==> src/rtl/dac_slew_stage.sv <==
// rtl/dac_slew_stage.sv - slew-rate limited, clamped DAC setpoint stage driving a two-lane sample stream.
// Optional lane encoding: define DAC_SLEW_OFFSET_BINARY_EN for offset-binary lanes (default two's complement).
module dac_slew_stage #(
  parameter int DAC_DATA_WIDTH   = 14,
  parameter int AXIS_TDATA_WIDTH = 32
) (
  input  logic                              clk,
  input  logic                              rst_n,
  input  logic                              en_i,
  input  logic signed [DAC_DATA_WIDTH-1:0]  target_i,
  input  logic                              target_valid_i,
  input  logic        [DAC_DATA_WIDTH-1:0]  step_i,
  input  logic signed [DAC_DATA_WIDTH-1:0]  lim_lo_i,
  input  logic signed [DAC_DATA_WIDTH-1:0]  lim_hi_i,
  output logic        [AXIS_TDATA_WIDTH-1:0] M_AXIS_tdata_o,
  output logic                              M_AXIS_tvalid_o,
  input  logic                              M_AXIS_tready_i,
  output logic        [3:0]                 status_o
);

  localparam int DW     = DAC_DATA_WIDTH;
  localparam int XW     = DAC_DATA_WIDTH + 1;
  localparam int LANE_W = AXIS_TDATA_WIDTH / 2;

  typedef enum logic [2:0] {
    S_IDLE,
    S_RAMP,
    S_HOLD,
    S_DOWN,
    S_FAULT
  } state_e;

  state_e                state_q, state_d;
  logic signed [DW-1:0]  out_q, out_d;
  logic signed [DW-1:0]  target_q, target_d;
  logic                  clamped_q, clamped_d;
  logic                  tvalid_q;

  logic [1:0]            rst_sync_q;
  logic                  rst_int_n;

  logic                  lim_bad;
  logic                  load_ok;
  logic                  beat;
  logic signed [DW-1:0]  tgt_clamped;
  logic                  tgt_was_clamped;

  logic signed [DW-1:0]  aim;
  logic        [XW-1:0]  diff;
  logic        [XW-1:0]  mag;
  logic                  slew_done;
  logic signed [DW-1:0]  slew_out;

  logic [LANE_W-1:0]     lane;

  // Assert passes straight through; release is delayed two clocks.
  always_ff @(posedge clk or negedge rst_n) begin
    if (!rst_n) begin
      rst_sync_q <= 2'b00;
    end else begin
      rst_sync_q <= {rst_sync_q[0], 1'b1};
    end
  end

  assign rst_int_n = rst_sync_q[1];

  assign lim_bad = (lim_lo_i > lim_hi_i);
  assign load_ok = target_valid_i && en_i && !lim_bad;
  assign beat    = tvalid_q && M_AXIS_tready_i;

  always_comb begin
    tgt_clamped = target_i;
    if (target_i < lim_lo_i) begin
      tgt_clamped = lim_lo_i;
    end else if (target_i > lim_hi_i) begin
      tgt_clamped = lim_hi_i;
    end
    tgt_was_clamped = (tgt_clamped != target_i);
  end

  // One slew step toward aim; the 15-bit difference cannot wrap for 14-bit operands.
  always_comb begin
    aim       = (state_q == S_DOWN) ? '0 : target_q;
    diff      = {aim[DW-1], aim} - {out_q[DW-1], out_q};
    mag       = diff[XW-1] ? (-diff) : diff;
    slew_done = (step_i == '0) || (mag <= {1'b0, step_i});
    if (slew_done) begin
      slew_out = aim;
    end else if (diff[XW-1]) begin
      slew_out = out_q - step_i;
    end else begin
      slew_out = out_q + step_i;
    end
  end

  always_ff @(posedge clk or negedge rst_int_n) begin
    if (!rst_int_n) begin
      state_q   <= S_IDLE;
      out_q     <= '0;
      target_q  <= '0;
      clamped_q <= 1'b0;
      tvalid_q  <= 1'b0;
    end else begin
      state_q   <= state_d;
      out_q     <= out_d;
      target_q  <= target_d;
      clamped_q <= clamped_d;
      tvalid_q  <= 1'b1;
    end
  end

  always_comb begin
    state_d   = state_q;
    out_d     = out_q;
    target_d  = target_q;
    clamped_d = clamped_q;
    if (lim_bad) begin
      state_d = S_FAULT;
      out_d   = '0;
    end else begin
      case (state_q)
        S_IDLE, S_FAULT: begin
          out_d = '0;
          if (load_ok) begin
            target_d  = tgt_clamped;
            clamped_d = tgt_was_clamped;
            state_d   = S_RAMP;
          end
        end
        S_RAMP, S_HOLD: begin
          // Enable fall wins over a coincident load; a load holds the output for this beat.
          if (!en_i) begin
            state_d = S_DOWN;
          end else if (target_valid_i) begin
            target_d  = tgt_clamped;
            clamped_d = tgt_was_clamped;
            state_d   = S_RAMP;
          end else if (state_q == S_RAMP && beat) begin
            out_d = slew_out;
            if (slew_done) begin
              state_d = S_HOLD;
            end
          end
        end
        S_DOWN: begin
          if (beat) begin
            out_d = slew_out;
            if (slew_done) begin
              state_d = S_IDLE;
            end
          end
        end
        default: begin
          state_d = S_IDLE;
          out_d   = '0;
        end
      endcase
    end
  end

  always_comb begin
`ifdef DAC_SLEW_OFFSET_BINARY_EN
    lane = {{(LANE_W-DW){1'b0}}, ~out_q[DW-1], out_q[DW-2:0]};
`else
    lane = {{(LANE_W-DW){out_q[DW-1]}}, out_q};
`endif
    M_AXIS_tdata_o  = {lane, lane};
    M_AXIS_tvalid_o = tvalid_q;
    status_o        = {(state_q == S_FAULT),
                       clamped_q,
                       (state_q == S_RAMP) || (state_q == S_DOWN),
                       (state_q == S_HOLD) && (out_q == target_q)};
  end

endmodule

==> config.mk <==
export PLATFORM = sky130hd
export DESIGN_NAME = dac_slew_stage
export DESIGN_NICKNAME = d
export VERILOG_FILES = /design/src/rtl/dac_slew_stage.sv
export SDC_FILE = /design/constraint.sdc
export NUM_CORES = 1
export LEC_CHECK = 0
export BUFFER_PORTS_ARGS = -buffer_cell sky130_fd_sc_hd__buf_2
export CAP_MARGIN = 10
export CORE_ASPECT_RATIO = 0.8
export CORE_MARGIN = 3
export CORE_UTILIZATION = 59
export DETAILED_ROUTE_END_ITERATION = 6
export PLACE_DENSITY = 0.86
export SLEW_MARGIN = 10
export SYNTH_ARGS = -nofsm -noshare
export SYNTH_HDL_FRONTEND = slang
export SYNTH_SLANG_ARGS = --single-unit
==> constraint.sdc <==
create_clock -name clk -period 2 [get_ports clk]
set_input_delay 0.2 -clock clk [delete_from_list [all_inputs] [get_ports clk]]
set_output_delay 0.2 -clock clk [all_outputs]
set_load 0.01 [all_outputs]
==> results.txt, run 1 <==
Yosys attributes the largest share of cell area to ha_1 (17%), dfrtp_1 (15%), xnor2_1 (6.9%). For this design the top-level I/O count stands at 98. The count of hold-fix buffers inserted at cts came out at 1. Summed over all instances, the cell type with the most area after synthesis is ha_1. The cell sitting at the root of the clock tree is a clkbuf_16. In the synthesized netlist the async set-or-reset flop fraction comes to 1.000. The starting density of the core came out at 0.6103. The post-synthesis cell area came out at 0.005938 mm^2. The number of setup buffers added after CTS is 32. The proportion of synthesized chip area in sequential cells is 0.1475. The number of buffers inserted during clock tree synthesis came out at 5. The number of clock sinks seen by CTS came out at 35. The yosys synthesis warning count came out at 0. The stage where the flow stopped is 4_1_cts. The horizontal die dimension came out at 118.2 um.

The maximum root-to-sink buffer count is 2. The number of cells upsized or downsized after cts came out at 149. The number of I/O port buffers came out at 97. The run stopped with a tool error. The number of enable-type register cells in the synthesized netlist came out at 0.

The worst slack at placement is -3359 ps. The fraction of post-synthesis cell area in the top cell type by area came out at 0.1686. The total cell area at the placement stage came out at 0.008502 mm^2. The depth of the CTS H-tree is 2. The congestion estimate from routability-driven global placement came to 1.056.

The count of standard-cell rows is 32. The number of distinct standard cells referenced by the synthesized netlist came out at 77. The tool reported: "[ERROR DPL-0033] detailed placement checks failed during check placement".

In the synthesized netlist the dominant register cell turns out to be dfrtp_1. The cell count after synthesis is 780. The floorplan step set the die height to 95.73 um. Summed over all nets, the half-perimeter wirelength after detailed placement is 21.27 mm. Each instance of the synthesized netlist takes up on average 7.613 um^2. The total of flip-flops plus latches after synthesis came out at 35.
logic make-up after synthesis:
group	synth area share
AOI/OAI and AO/OA	0.2177
other	0.0006315
muxes	0.03413
adders and majority gates	0.1770
DFF	0.1475
and+or+nand+nor	0.2227
xor gates and xnor gates	0.1113
buffers and inverters	0.08913
Yosys cell counts, types with 4 or more instances:
master,instances
a21boi_0,4
o22ai_1,14
xor2_1,24
nand2_1,68
o211ai_1,9
mux2i_1,18
and3_1,5
a21oi_1,45
or3_1,5
nand2b_1,9
nor3_1,12
nand4_1,13
and4_1,5
and2_1,10
o211a_1,4
a211oi_1,5
a31oi_1,11
a21o_1,15
ha_1,80
nor2_1,52
inv_1,70
o21ai_1,5
clkbuf_1,16
buf_6,4
o21ai_0,50
nand3_1,29
nor3b_1,4
dfrtp_1,35
nor4_1,10
o21bai_1,4
nor2b_1,14
xnor2_1,47
buf_4,19
o21a_1,4
metrics by stage:
step / util / std cells
2_1_floorplan: - / 781
3_3_place_gp: 0.8738 / 1225
3_5_place_dp: 0.8738 / 1225
==> run 2: changes to the inputs <==
--- a/config.mk
+++ b/config.mk
@@ -7,11 +7,10 @@
 export LEC_CHECK = 0
 export BUFFER_PORTS_ARGS = -buffer_cell sky130_fd_sc_hd__buf_2
 export CAP_MARGIN = 10
-export CORE_ASPECT_RATIO = 0.8
 export CORE_MARGIN = 3
-export CORE_UTILIZATION = 59
+export CORE_UTILIZATION = 40
 export DETAILED_ROUTE_END_ITERATION = 6
-export PLACE_DENSITY = 0.86
+export PLACE_DENSITY_LB_ADDON = 0.15
 export SLEW_MARGIN = 10
 export SYNTH_ARGS = -nofsm -noshare
 export SYNTH_HDL_FRONTEND = slang
==> run 2 against run 1 <==
  * The flow now finishes, with violations (setup timing)
  * Synthesized area unchanged
  * Synthesized cell count stayed put
==> results.txt, run 2 <==
The detailed router finished its first iteration with 505 violations. Counting I/O delays and the setup requirement, the final critical path takes 5008 ps. In the post-synthesis netlist, the biggest area contributors are ha_1 (17%), dfrtp_1 (15%), xnor2_1 (6.9%). The kind of critical path is reg2reg. Following the worst setup path forward leads to its endpoint at out_q[13]$_DFFE_PN0P_. The HPWL after detailed placement came out at 18.38 mm (-14%). The total count of hold-check failures in the final report is 0. The final worst-path setup slack came out at -3008 ps.

After detailed routing, the number of vias per cell comes to 5.395. The number of pins with negative max-slew slack in the final report came to 0. The horizontal die dimension is 127.8 um (+8.2%). The maximum resistive drop on vdd is 0.8771 mV.

The number of buffers inserted during clock tree synthesis came to 5 (unchanged). The internal power of the cells totals 7472 uW. The worst endpoint required time is 2170 ps. The flow ran to the end, but the final reports show violations. The most critical setup path has its startpoint at state_q[1]$_DFFE_PN0P_. In the global route stage, met2 resource usage came out at 0.4504.

The min-delay analysis places its worst path in the category reg2async. The maximum fanout along the worst path came out at 4. Among all flip-flop cells after synthesis, the most frequent one is dfrtp_1. The starting density of the core was 0.4181 (-0.1923).

The count of vias placed by the detailed router is 7192. The part of the power in the clock network came out at 0.058. The number of antenna violations at the first check in global routing came out at 0.

The proportion of synthesized chip area in sequential cells is 0.1475 (unchanged). The depth of the CTS H-tree is 2 (unchanged). The total of fill cells in the finished design came out at 1187. The synthesized area per cell is 7.613 um^2 (unchanged). The depth of the most critical reg-to-reg path is 24. The post-synthesis cell area came out at 0.005938 mm^2 (unchanged).

The fraction of power spent switching nets came out at 0.4501. In the final layout, the registers with the most flip-flops are out_q: 14 flops, target_q: 14 flops, state_q: 3 flops. The fraction of post-synthesis cell area in the top cell type by area was 0.1686 (unchanged). The clock-pin transition on the worst setup and hold timing paths came out at 60 ps. The capture instance of the worst register-to-register path is out_q[13]$_DFFE_PN0P_. The number of cells after detailed placement came to 1280 (+4.5%). Leaving out fill and tap cells, the most frequent cell in the layout is buf_4. The arrival time reported for the critical path endpoint came out at 5170 ps.

The total core area is 0.01420 mm^2. The wire length of the first global-routing pass came out at 35.86 mm. Setup repair after global routing could not meet its margin everywhere. The total grt overflow is 0. The post-route clock period utilization came out at 2.504. The sort of element at the end of the critical path is a flip-flop. The height of the chip is 127.8 um (+34%). Relative to the synthesized area, the layout overhead comes to 64.26%. TritonCTS built the clock tree.

The number of distinct standard cells referenced by the synthesized netlist came to 77 (unchanged). The most common cell in the synthesized netlist is ha_1. The kind of start point of the critical path is a flip-flop. The total of flip-flops plus latches after synthesis is 35 (unchanged).

In this run the clock root is driven by a clkbuf_16. Once detail routing completed, the nets flagged for antenna violations numbered 0. The final weighted congestion of routability-driven global placement came out at 0.9746 (-7.7%).

The die covers 0.01634 mm^2. The number of clock sinks seen by CTS came out at 35 (unchanged). The net total in the final layout is 1296. The tool flagged a number of max-cap violations equal to 0. The detail-routed net length per standard cell is 17.50 um.

The pin count of the biggest net entering global routing is 28. In the global route stage, met1 resource usage came out at 0.3825. The met3 capacity usage during global routing is 0.03000. Final hold analysis gives a worst-case slack of 148.9 ps. Excluding fillers, the count of instances in the completed layout stands at 1333. The yosys synthesis warning count is 0 (unchanged).

The top cell types in the final layout, fill and taps aside, are buf_4 (284), buf_2 (96), ha_1 (69), inv_1 (64), nand2_1 (59). The cell area power density came out at 1393 mW/mm^2. The top-level port count came out at 98 (unchanged).

The iteration count of the initial detailed-routing pass is 5. The maximum root-to-sink buffer count was 2 (unchanged). The number of remaining DRC errors is 0. The count of standard-cell rows came out at 43 (+34%). The power spent charging and discharging nets is 6116 uW. The checks that failed: setup timing. Setup violations remaining at the end of the flow were counted as 32. The final routed wirelength across all metal layers came out at 23.32 mm. The maximum frequency from static timing analysis came out at 199.7 MHz.

The cell count after synthesis came out at 780 (unchanged). The transition time at the pin with the least slew margin came out at 544.7 ps. The number of global-route vias before repair is 7166. The ratio of cells with drive above 1 in the final layout is 0.4744.

The post-synthesis async set-or-reset flop share came out at 1.000 (unchanged). The layer flagged by global routing as most heavily used is met2. The share of total power dissipated in sequential elements is 0.072. Counting instances in the post-synthesis netlist gives the leading cell types as ha_1 (80), inv_1 (70), nand2_1 (68). The cell taking the most area after synthesis is ha_1. The worst clock skew on the final layout came out at 3.730 ps.

The launch instance of the worst register-to-register path is state_q[1]$_DFFE_PN0P_. The worst setup slack for register-to-register paths came out at -3010 ps. The final antenna diode count came out at 0. The number of I/O port buffers was 97 (unchanged). The worst-skew pair later-pin latency is 280 ps.

The number of enable-type register cells in the synthesized netlist was 0 (unchanged). Across every metal layer, demand over resource in global routing totals 0.2722. The worst relative slew slack came out at 0.6357. The cell leakage power came out at 0.004975 uW. The proportion of power drawn by combinational gates is 0.870.
-- run 2: cell counts after synthesis --
Identical to the previous run, type by type.
-- run 2: stage by stage --
stage | total power (uW) | setup WS, ps | util | cell area, um^2 | TNS [ps]
floorplan | 6534 | -2924 | - | 6212 | -43280
global placement | 9866 | -2908 | 0.6056 | 8602 | -55920
detailed placement | 10070 | -3128 | 0.6056 | 8602 | -59230
CTS | 12780 | -2864 | 0.6615 | 9395 | -47920
global route | 14480 | -3271 | 0.6868 | 9754 | -55660
finish | 13590 | -3008 | 0.6868 | 9754 | -51390
-- run 2: final cells by class --
cell class	count	area (um^2)	area share
Inverter	70	290.3	0.02976
Sequential cell	35	878.3	0.09005
Clock buffer	6	138.9	0.01424
Tap cell	180	225.2	0.02309
Timing Repair Buffer	408	2957	0.3031
Clock inverter	1	5.005	0.0005131
Multi-Input combinational cell	633	5260	0.5393
-- run 2: cells by family after synthesis --
kind of cell               Yosys count  synth area share
xor gates and xnor gates            73            0.1113
AOI/OAI and AO/OA                  199            0.2177
DFF                                 35            0.1475
buffers and inverters              113           0.08913
other                                1         0.0006315
and+or+nand+nor                    256            0.2227
muxes                               20           0.03413
adders and majority gates           83            0.1770
-- run 2: worst max-delay path, cell delays in order, from the launching register on --
cell and delay (ps):
dfrtp_1 410, nand3b_4 130, nand2_4 70, ha_4 170, fa_2 370, nor2b_4 150
o211ai_1 140, a311oi_2 360, nor3_2 110, nor2_2 150, a21oi_2 80, nor2b_2 130
o21a_1 210, mux2i_2 280, ha_1 260, nor2b_4 130, o31a_1 250, nor4_1 190
nor2_1 160, or4_4 450, o311ai_4 90, o21ai_2 120, a31oi_2 150, xor2_1 100
a31o_1 230
-- run 2: routing by layer --
layer | vias to the layer above | wire (um)
met1 | 3417 | 10700
li1 | 3518 | -
met4 | 0 | 397
met3 | 33 | 1184
met5 | - | 0
met2 | 224 | 11040
-- run 2: how the worst min path moves through the flow --
stage / from / endpoint / slack, ps / cells past startpoint
floorplan: rst_n / rst_sync_q[0]$_DFF_PN0_ / -100 / 0
global placement: rst_n / rst_sync_q[0]$_DFF_PN0_ / -10 / 1
detailed placement: rst_n / rst_sync_q[0]$_DFF_PN0_ / -10 / 1
CTS: rst_sync_q[1]$_DFF_PN0_ / out_q[10]$_DFFE_PN0P_ / 160 / 0
global route: rst_sync_q[1]$_DFF_PN0_ / out_q[10]$_DFFE_PN0P_ / 170 / 0
finish: rst_sync_q[1]$_DFF_PN0_ / out_q[10]$_DFFE_PN0P_ / 150 / 0
-- run 2: power by group through the flow --
stage	sequential [uW]	clock, uW	combinational (uW)
after floorplan	972	0	5560
after global placement	970	0	8900
after detailed placement	978	0	9090
after CTS	973	796	11000
after global routing	992	833	12700
final	980	786	11800
-- run 2: timing repair --
action                                 4_1_cts  5_1_grt
gates cloned                                 2        1
buffers inserted                            31       16
gates resized for setup                    106       55
setup endpoints to repair                   32       32
hold buffers                                 1        0
pin swaps                                   51       49
endpoints found under the hold margin        2        0
Power figures use the tool's default switching activity.
==> run 3: changes to the inputs <==
--- a/config.mk
+++ b/config.mk
@@ -8,7 +8,7 @@
 export BUFFER_PORTS_ARGS = -buffer_cell sky130_fd_sc_hd__buf_2
 export CAP_MARGIN = 10
 export CORE_MARGIN = 3
-export CORE_UTILIZATION = 40
+export CORE_UTILIZATION = 42
 export DETAILED_ROUTE_END_ITERATION = 6
 export PLACE_DENSITY_LB_ADDON = 0.15
 export SLEW_MARGIN = 10
==> constraint.sdc (replaced) <==
create_clock -name clk -period 4.9 [get_ports clk]
set_input_delay 0.49 -clock clk [delete_from_list [all_inputs] [get_ports clk]]
set_output_delay 0.49 -clock clk [all_outputs]
set_load 0.01 [all_outputs]
==> run 3 against run 2 <==
  * The run still ends with setup timing left
  * Critical path depth rose by 1
  * Fmax grew 0.51%
  * Clock power decreased by 60%
  * Non-clock buffer count down 237
  * Clock skew up 1.0 ps
  * Sequential share of layout area is 2.7 points higher
  * Total power is 67% lower
  * Count of clock-buffer cells in the layout shrank 1
  * Largest cell class unchanged
==> results.txt, run 3 (synthesized netlist as in run 2, its figures left out) <==
The run finished, with violations left. The checks that failed: setup timing. The largest registers in the layout are out_q: 14 flops, target_q: 14 flops, state_q: 3 flops. The number of pins with negative max-slew slack in the final report was 0 (unchanged). The count of vias placed by the detailed router came out at 6115 (-15%). The cell leakage power is 0.003692 uW (-26%). The transition time at the pin with the least slew margin is 1044 ps (+499.2 ps). The final antenna diode count is 0 (unchanged). The ratio of cells with drive above 1 in the final layout came out at 0.2704 (-0.2040). The clock tree from TritonCTS is done. The horizontal die dimension is 124.9 um (-2.3%). The proportion of power drawn by combinational gates is 0.837 (-0.033).

The starting density of the core is 0.4380 (+0.01991). The number of vias per cell came out at 5.595 (+3.7%). The number of cells after detailed placement came out at 1063 (-17%). The sequential power share was 0.092 (+0.020).

The wire length of the first global-routing pass came out at 29.62 mm (-17%). The cell depth of the worst setup path is 25 (+4.2%). The height of the chip is 124.9 um (-2.3%). The cell type group with the largest total delay on the critical path is simple AND/OR/NAND/NOR gates. The worst endpoint required time came to 5040 ps (+2870 ps).

The detail-routed net length per standard cell was 16.99 um (-2.9%). The tightest hold margin is 275.4 ps (+126.6 ps). The maximum resistive drop on vdd came out at 0.3268 mV (-63%). The clock-pin transition on the worst setup and hold timing paths was 60 ps (about the same). The number of antenna violations at the first check in global routing came out at 0 (unchanged). The delay contributed by the slowest stage of the critical path came out at 440 ps (about the same).

The area of the die is 0.01560 mm^2 (-4.5%). The critical path ends at out_q[2]$_DFFE_PN0P_. The maximum fanout along the worst path came to 7 (+3). The met1 usage in global routing came out at 0.2784 (-0.1041). The final cell count without fillers came out at 1093 (-18%). The endpoint identified for the worst register-to-register timing path is out_q[2]$_DFFE_PN0P_. The total cell area at the placement stage came to 0.006832 mm^2 (-21%). The worst relative slew slack is 0.3041 (-0.3316). The core occupancy in the finished layout is 0.5506 (-0.1362).

The count of standard-cell rows is 42 (-2.3%). Setup repair after global routing could not meet its margin everywhere. The area overhead of the layout relative to synthesis came out at 25.71%. After global routing, the most crowded layer is met2. The worst setup path is launched from a flip-flop. The number of maximum-capacitance violations came out at 0 (unchanged). The total count of hold-check failures in the final report is 0 (unchanged). The power spent charging and discharging nets is 2107 uW (-66%). The most numerous cell type found on the critical path is o211ai_1. The internal power came out at 2362 uW (-68%). The worst setup path is captured at a flip-flop. The number of I/O port buffers is 97 (unchanged).

The buffer and inverter count on the worst path came out at 4 (+4). The fraction of power spent switching nets is 0.4714 (+0.02130). The number of remaining DRC errors came out at 0 (unchanged). The clock period minus worst slack came out at 4982 ps (-25.39 ps). The worst setup slack for register-to-register paths is -80 ps (+2930 ps).

The top-level port count came out at 98 (unchanged). The first-iteration detailed-routing DRC count is 284 (-44%). The number of buffers inserted during clock tree synthesis is 5 (unchanged). The total grt overflow is 0 (unchanged). The cell sitting at the root of the clock tree is a clkbuf_16.

The top cell types in the final layout, fill and taps aside, are buf_2 (97), ha_1 (75), inv_1 (69), nand2_1 (66), buf_4 (64). The post-route clock period utilization is 1.017 (-1.487). The kind of critical path is reg2reg. The count of antenna-violating nets left after detailed routing came out at 0 (unchanged). The class of the tightest hold or removal check is reg2async. In this run the critical register-to-register path is launched from state_q[2]$_DFFE_PN0P_. The number of clock sinks seen by CTS is 35 (unchanged). In this run the worst setup path begins at state_q[2]$_DFFE_PN0P_. The global-route total usage across every layer came out at 0.2285 (-0.04364). The maximum frequency from static timing analysis was 200.7 MHz (+0.51%). The number of global-route vias before repair is 5963 (-17%).

The slowest stage of the critical path is the or4b_4 cell. The maximum root-to-sink buffer count came out at 2 (unchanged). The arrival time reported for the critical path endpoint came out at 5120 ps (-50 ps).

The depth of the most critical reg-to-reg path is 25 (+4.2%). The part of the power in the clock network is 0.071 (+0.013). The depth of the CTS H-tree is 2 (unchanged). The net total in the final layout is 1059 (-18%). The cell area power density is 598.6 mW/mm^2 (-57%).

The worst-skew pair later-pin latency came out at 280 ps (about the same). The pin count of the biggest net entering global routing is 34 (+21%). The iteration count of the initial detailed-routing pass came out at 5 (unchanged). The worst clock skew on the final layout came out at 4.767 ps (+1.037 ps). The commonest non-fill, non-tap cell in the layout is buf_2.

The aggregate negative setup slack was -289.5 ps (+51100 ps). The met2 global-route usage came out at 0.4192 (-0.03119). The total of fill cells in the finished design is 1312 (+11%). The total core area came out at 0.01356 mm^2 (-4.5%). The final routed wirelength across all metal layers was 18.57 mm (-20%). The HPWL after detailed placement came out at 15.01 mm (-18%).

The cell area after layout came to 0.007465 mm^2 (-23%). The final weighted congestion of routability-driven global placement came out at 0.9167 (-5.9%). The met3 capacity usage during global routing was 0.01758 (-0.01242). The final worst-path setup slack came to -82.17 ps (+2925 ps). The setup violation total in the final timing report came out at 9 (-72%).
[run 3: changes by cell type in the layout (fill, tap and decap cells not counted), moves of 4 or more]
cell and change:
a21oi_1 +5, buf_4 -220, buf_6 -16, ha_1 +6
ha_4 -7, inv_1 +5, nand2_1 +7, nand2_2 -4
nand3_1 +4, nor2_1 +4, o21ai_0 +25, o21ai_1 -10
o21ai_2 -14, xnor2_1 +4
[run 3: timing repair]
| action | 4_1_cts | 5_1_grt |
|---|---|---|
| buffers inserted | 16 | 6 |
| pin swaps | 18 | 34 |
| endpoints found under the hold margin | 2 | 0 |
| hold buffers | 1 | 0 |
| gates resized for setup | 35 | 34 |
| endpoints found under the setup margin | 16 | 16 |
[run 3: final cells by class]
cell class / count / area, um^2 / share of cell area
tap: 176 / 220.2 / 0.02950
sequential: 35 / 875.8 / 0.1173
clock buffer: 5 / 125.1 / 0.01676
clock inverter: 3 / 23.77 / 0.003185
inverter: 70 / 265.3 / 0.03553
multi-input combinational: 633 / 4865 / 0.6517
timing repair buffer: 171 / 1090 / 0.1460
[run 3: worst min-delay path by stage]
stage | cells past startpoint | endpoint | slack, ps
final | 1 | clamped_q$_DFFE_PN0P_ | 280
after CTS | 1 | clamped_q$_DFFE_PN0P_ | 290
after detailed placement | 1 | rst_sync_q[1]$_DFF_PN0_ | 280
after global placement | 1 | rst_sync_q[1]$_DFF_PN0_ | 270
after global routing | 1 | clamped_q$_DFFE_PN0P_ | 320
after floorplan | 0 | rst_sync_q[0]$_DFF_PN0_ | 190
[run 3: routing by layer]
layer / share of wire / vias to the layer above
li1: - / 3049
met1: 0.42 / 2831
met2: 0.51 / 194
met3: 0.043 / 41
met4: 0.030 / 0
met5: 0 / -
[run 3: power by group through the flow]
stage | logic, uW | registers (uW) | clock network (uW)
floorplan | 2220 | 395 | 0
global placement | 3070 | 409 | 0
CTS | 3480 | 408 | 327
finish | 3740 | 410 | 318
global route | 4070 | 417 | 337
detailed placement | 3120 | 410 | 0
[run 3: worst reg2reg max path: stages (launching register included)]
cell and delay (ps):
dfrtp_1 380, nand3b_4 230, and2_4 200, ha_4 230
or2_2 300, o31a_1 140, nand2_1 110, buf_4 130
nand3_2 100, o21ai_4 190, buf_6 140, or4b_4 440
o211ai_1 130, nor3_2 60, nor2_1 130, xnor2_1 100
ha_1 320, a21o_1 200, a21oi_2 150, nand3_1 90
o211ai_1 320, o41ai_4 190, buf_12 190, buf_8 130
mux2i_1 160, o22ai_1 90
[run 3: through the flow]
| step | worst slack [ps] | total power (uW) |
|---|---|---|
| 4_1_cts | -1.116 | 4216 |
| 6_report | -82.17 | 4469 |
| 3_5_place_dp | -167.3 | 3529 |
| 5_1_grt | -336.5 | 4828 |
| 3_3_place_gp | -46.38 | 3476 |
| 2_1_floorplan | -100.8 | 2611 |
==> run 4: changes to the inputs <==
--- a/config.mk
+++ b/config.mk
@@ -10,6 +10,7 @@
 export CORE_MARGIN = 3
 export CORE_UTILIZATION = 42
 export DETAILED_ROUTE_END_ITERATION = 6
+export MAX_ROUTING_LAYER = met4
 export PLACE_DENSITY_LB_ADDON = 0.15
 export SLEW_MARGIN = 10
 export SYNTH_ARGS = -nofsm -noshare
==> run 4 against run 3 <==
  * The run still ends with setup timing left
  * Register-to-register slack worse by 20 ps
  * Via count decreased by 1.6%
  * Global-route usage grew 1.5 points
  * Total power rose by 2.2%
  * Worst hold slack got worse by 5.9 ps
  * Clock skew fell by 0.75 ps
  * Core utilization down 0.41 points
  * Non-clock buffer count is 10 lower
  * Fmax down 0.37%
  * Critical path type unchanged
==> results.txt, run 4 (synthesized netlist as in run 2, its figures left out) <==
The run finished, with violations left. The checks that failed: setup timing. The number of clock sinks seen by CTS was 35 (unchanged). The worst setup slack for register-to-register paths is -100 ps (-20 ps). The top-level port count was 98 (unchanged). The cell area after layout came out at 0.007410 mm^2 (-0.74%). The number of antenna violations at the first check in global routing came out at 0 (unchanged). The maximum frequency from static timing analysis is 200.0 MHz (-0.37%). The net total in the final layout was 1049 (-0.94%).

The total of fill cells in the finished design is 1328 (+1.2%). The clock period minus worst slack came out at 5000 ps (+18.28 ps). The cell leakage power came out at 0.003647 uW (-1.2%).

The maximum resistive drop on vdd is 0.3441 mV (+5.3%). The number of buffers inserted during clock tree synthesis is 5 (unchanged). The worst clock skew on the final layout is 4.019 ps (-0.7484 ps). The post-route clock period utilization came to 1.020 (+0.003730).

By startpoint and endpoint, the worst setup path is classified as reg2reg. The met2 global-route usage came to 0.4256 (+0.006361). The flip-flop and latch area was 875.8 um^2 (unchanged). The number of I/O port buffers is 97 (unchanged).

The number of remaining DRC errors came out at 0 (unchanged). The maximum root-to-sink buffer count is 2 (unchanged). The total grt overflow came out at 0 (unchanged). The count of antenna-violating nets left after detailed routing came out at 0 (unchanged). The met1 usage in global routing is 0.2901 (+0.01168). The HPWL after detailed placement came to 15.16 mm (+1.0%). In the layout the commonest cells are buf_2 (97), ha_1 (74), inv_1 (69), nand2_1 (66), buf_4 (56).

The sort of element at the end of the critical path is a flip-flop. The clock-pin transition on the worst setup and hold timing paths came out at 60 ps (about the same). The multi-input gate area in the final layout is 0.004865 mm^2 (unchanged). The largest registers in the layout are out_q: 14 flops, target_q: 14 flops, state_q: 3 flops.

The first-iteration detailed-routing DRC count is 279 (-1.8%). The final worst-path setup slack was -100.4 ps (-18.28 ps). The final routed wirelength across all metal layers came out at 18.55 mm (-0.11%). The global-route total usage across every layer is 0.2434 (+0.01485). The worst endpoint required time was 5080 ps (+40 ps).

The capture instance of the worst register-to-register path is out_q[13]$_DFFE_PN0P_. The number of global-route vias before repair is 6157 (+3.3%). The starting density of the core came out at 0.4380 (unchanged).

The number of vias per cell came out at 5.559 (-0.64%). The class of the tightest hold or removal check is reg2async. The detail-routed net length per standard cell is 17.13 um (+0.81%).

The worst setup path is launched from a flip-flop. The number of maximum-capacitance violations came to 0 (unchanged). The core occupancy in the finished layout is 0.5465 (-0.004060). Leaving out fill and tap cells, the most frequent cell in the layout is buf_2. The setup violation total in the final timing report is 12 (+3). The total cell area at the placement stage came out at 0.006832 mm^2 (unchanged). The master cell of the clock root buffer is clkbuf_16. TritonCTS built the clock tree. Setup repair after global routing could not meet its margin everywhere. The total chip power is 4569 uW (+2.2%). The total count of hold-check failures in the final report is 0 (unchanged). The tightest hold margin is 269.5 ps (-5.908 ps). The final weighted congestion of routability-driven global placement was 0.9327 (+1.7%). The depth of the CTS H-tree came to 2 (unchanged). The area growth from synthesis to layout is 24.78%. The maximum fanout along the worst path is 4 (-3). The iteration count of the initial detailed-routing pass is 4 (-1). The transition time at the pin with the least slew margin came to 1052 ps (+8.175 ps). The worst register-to-register path begins at state_q[2]$_DFFE_PN0P_. The area of the die is 0.01560 mm^2 (unchanged). The height of the chip came out at 124.9 um (unchanged). The ratio of cells with drive above 1 in the final layout is 0.2635 (-0.006941).

The total core area came out at 0.01356 mm^2 (unchanged). The depth of the most critical reg-to-reg path is 24 (-4.0%). The met3 capacity usage during global routing is 0.01544 (-0.002144). The horizontal die dimension came out at 124.9 um (unchanged). The final antenna diode count came out at 0 (unchanged). The count of standard-cell rows is 42 (unchanged). The arrival time reported for the critical path endpoint came out at 5180 ps (+60 ps).

The worst relative slew slack was 0.2986 (-0.005450). The number of pins with negative max-slew slack in the final report came out at 0 (unchanged). The layer flagged by global routing as most heavily used is met2. The wire length of the first global-routing pass came out at 30.66 mm (+3.5%). The count of vias placed by the detailed router came out at 6020 (-1.6%). The pin count of the biggest net entering global routing is 34 (unchanged). The cell area power density came out at 616.6 mW/mm^2 (+3.0%). The worst-skew pair later-pin latency came out at 280 ps (about the same).
==> run 4: metrics by stage <==
step	std cells	setup TNS [ps]	setup slack (ps)
2_1_floorplan	781	-100.8	-100.8
3_3_place_gp	1063	-97.08	-41.75
3_5_place_dp	1063	-2314	-243.4
4_1_cts	1082	-272.7	-62.80
5_1_grt	1083	-4352	-318.0
6_report	1083	-496.4	-100.4
==> run 4: report_power, final <==
group / total, uW / internal, uW / switching [uW] / leakage [uW]
combinational: 3800 / 1870 / 1930 / 0.00311
clock: 363 / 240 / 123 / 0.0000838
sequential: 411 / 344 / 66.9 / 0.000454
==> run 4: layout make-up <==
| type | count | share of cell area |
|---|---|---|
| clock buffers | 5 | 0.01689 |
| clock inverters | 3 | 0.005910 |
| inverters | 70 | 0.03546 |
| multi-input cells | 633 | 0.6565 |
| flip-flops and latches | 35 | 0.1182 |
| well taps | 176 | 0.02972 |
| repair buffers | 161 | 0.1373 |
==> run 4: metal layers <==
metal  up-vias  routed length [um]
met1      2781                7819
met4         0                 690
met3        38                 750
met5         -                   0
met2       178                9290
li1       3023                   -
==> run 4: repair_timing <==
action,CTS,global route
hold endpoints to repair,2,0
setup endpoints to repair,16,16
pin swaps,26,33
gates cloned,1,0
hold buffers,1,0
setup buffers,10,2
resized for setup,29,34
==> run 4: worst max path at each step <==
stage                           startpoint                    end
floorplan           state_q[0]$_DFFE_PN0P_  out_q[13]$_DFFE_PN0P_
global placement    state_q[2]$_DFFE_PN0P_   out_q[1]$_DFFE_PN0P_
detailed placement  state_q[0]$_DFFE_PN0P_   out_q[1]$_DFFE_PN0P_
CTS                 state_q[1]$_DFFE_PN0P_   out_q[5]$_DFFE_PN0P_
global route        state_q[2]$_DFFE_PN0P_   out_q[1]$_DFFE_PN0P_
finish              state_q[2]$_DFFE_PN0P_  out_q[13]$_DFFE_PN0P_
==> run 4: worst max-delay path: stages, from the launching register on <==
cell and delay [ps]:
dfrtp_1 360, nand3b_4 200, nand2_4 80, ha_4 170, fa_2 370, nor2b_4 150
o211ai_1 130, a311oi_2 360, nor3_2 100, nor2_2 160, a21oi_2 90, nor2b_2 160
o21a_1 190, mux2i_2 290, ha_1 280, nor2b_4 130, o31a_1 270, nor4_2 180
nor2_1 90, or4_4 440, o311ai_4 90, o21ai_2 100, a31oi_1 180, xor2_1 100
a31o_1 220
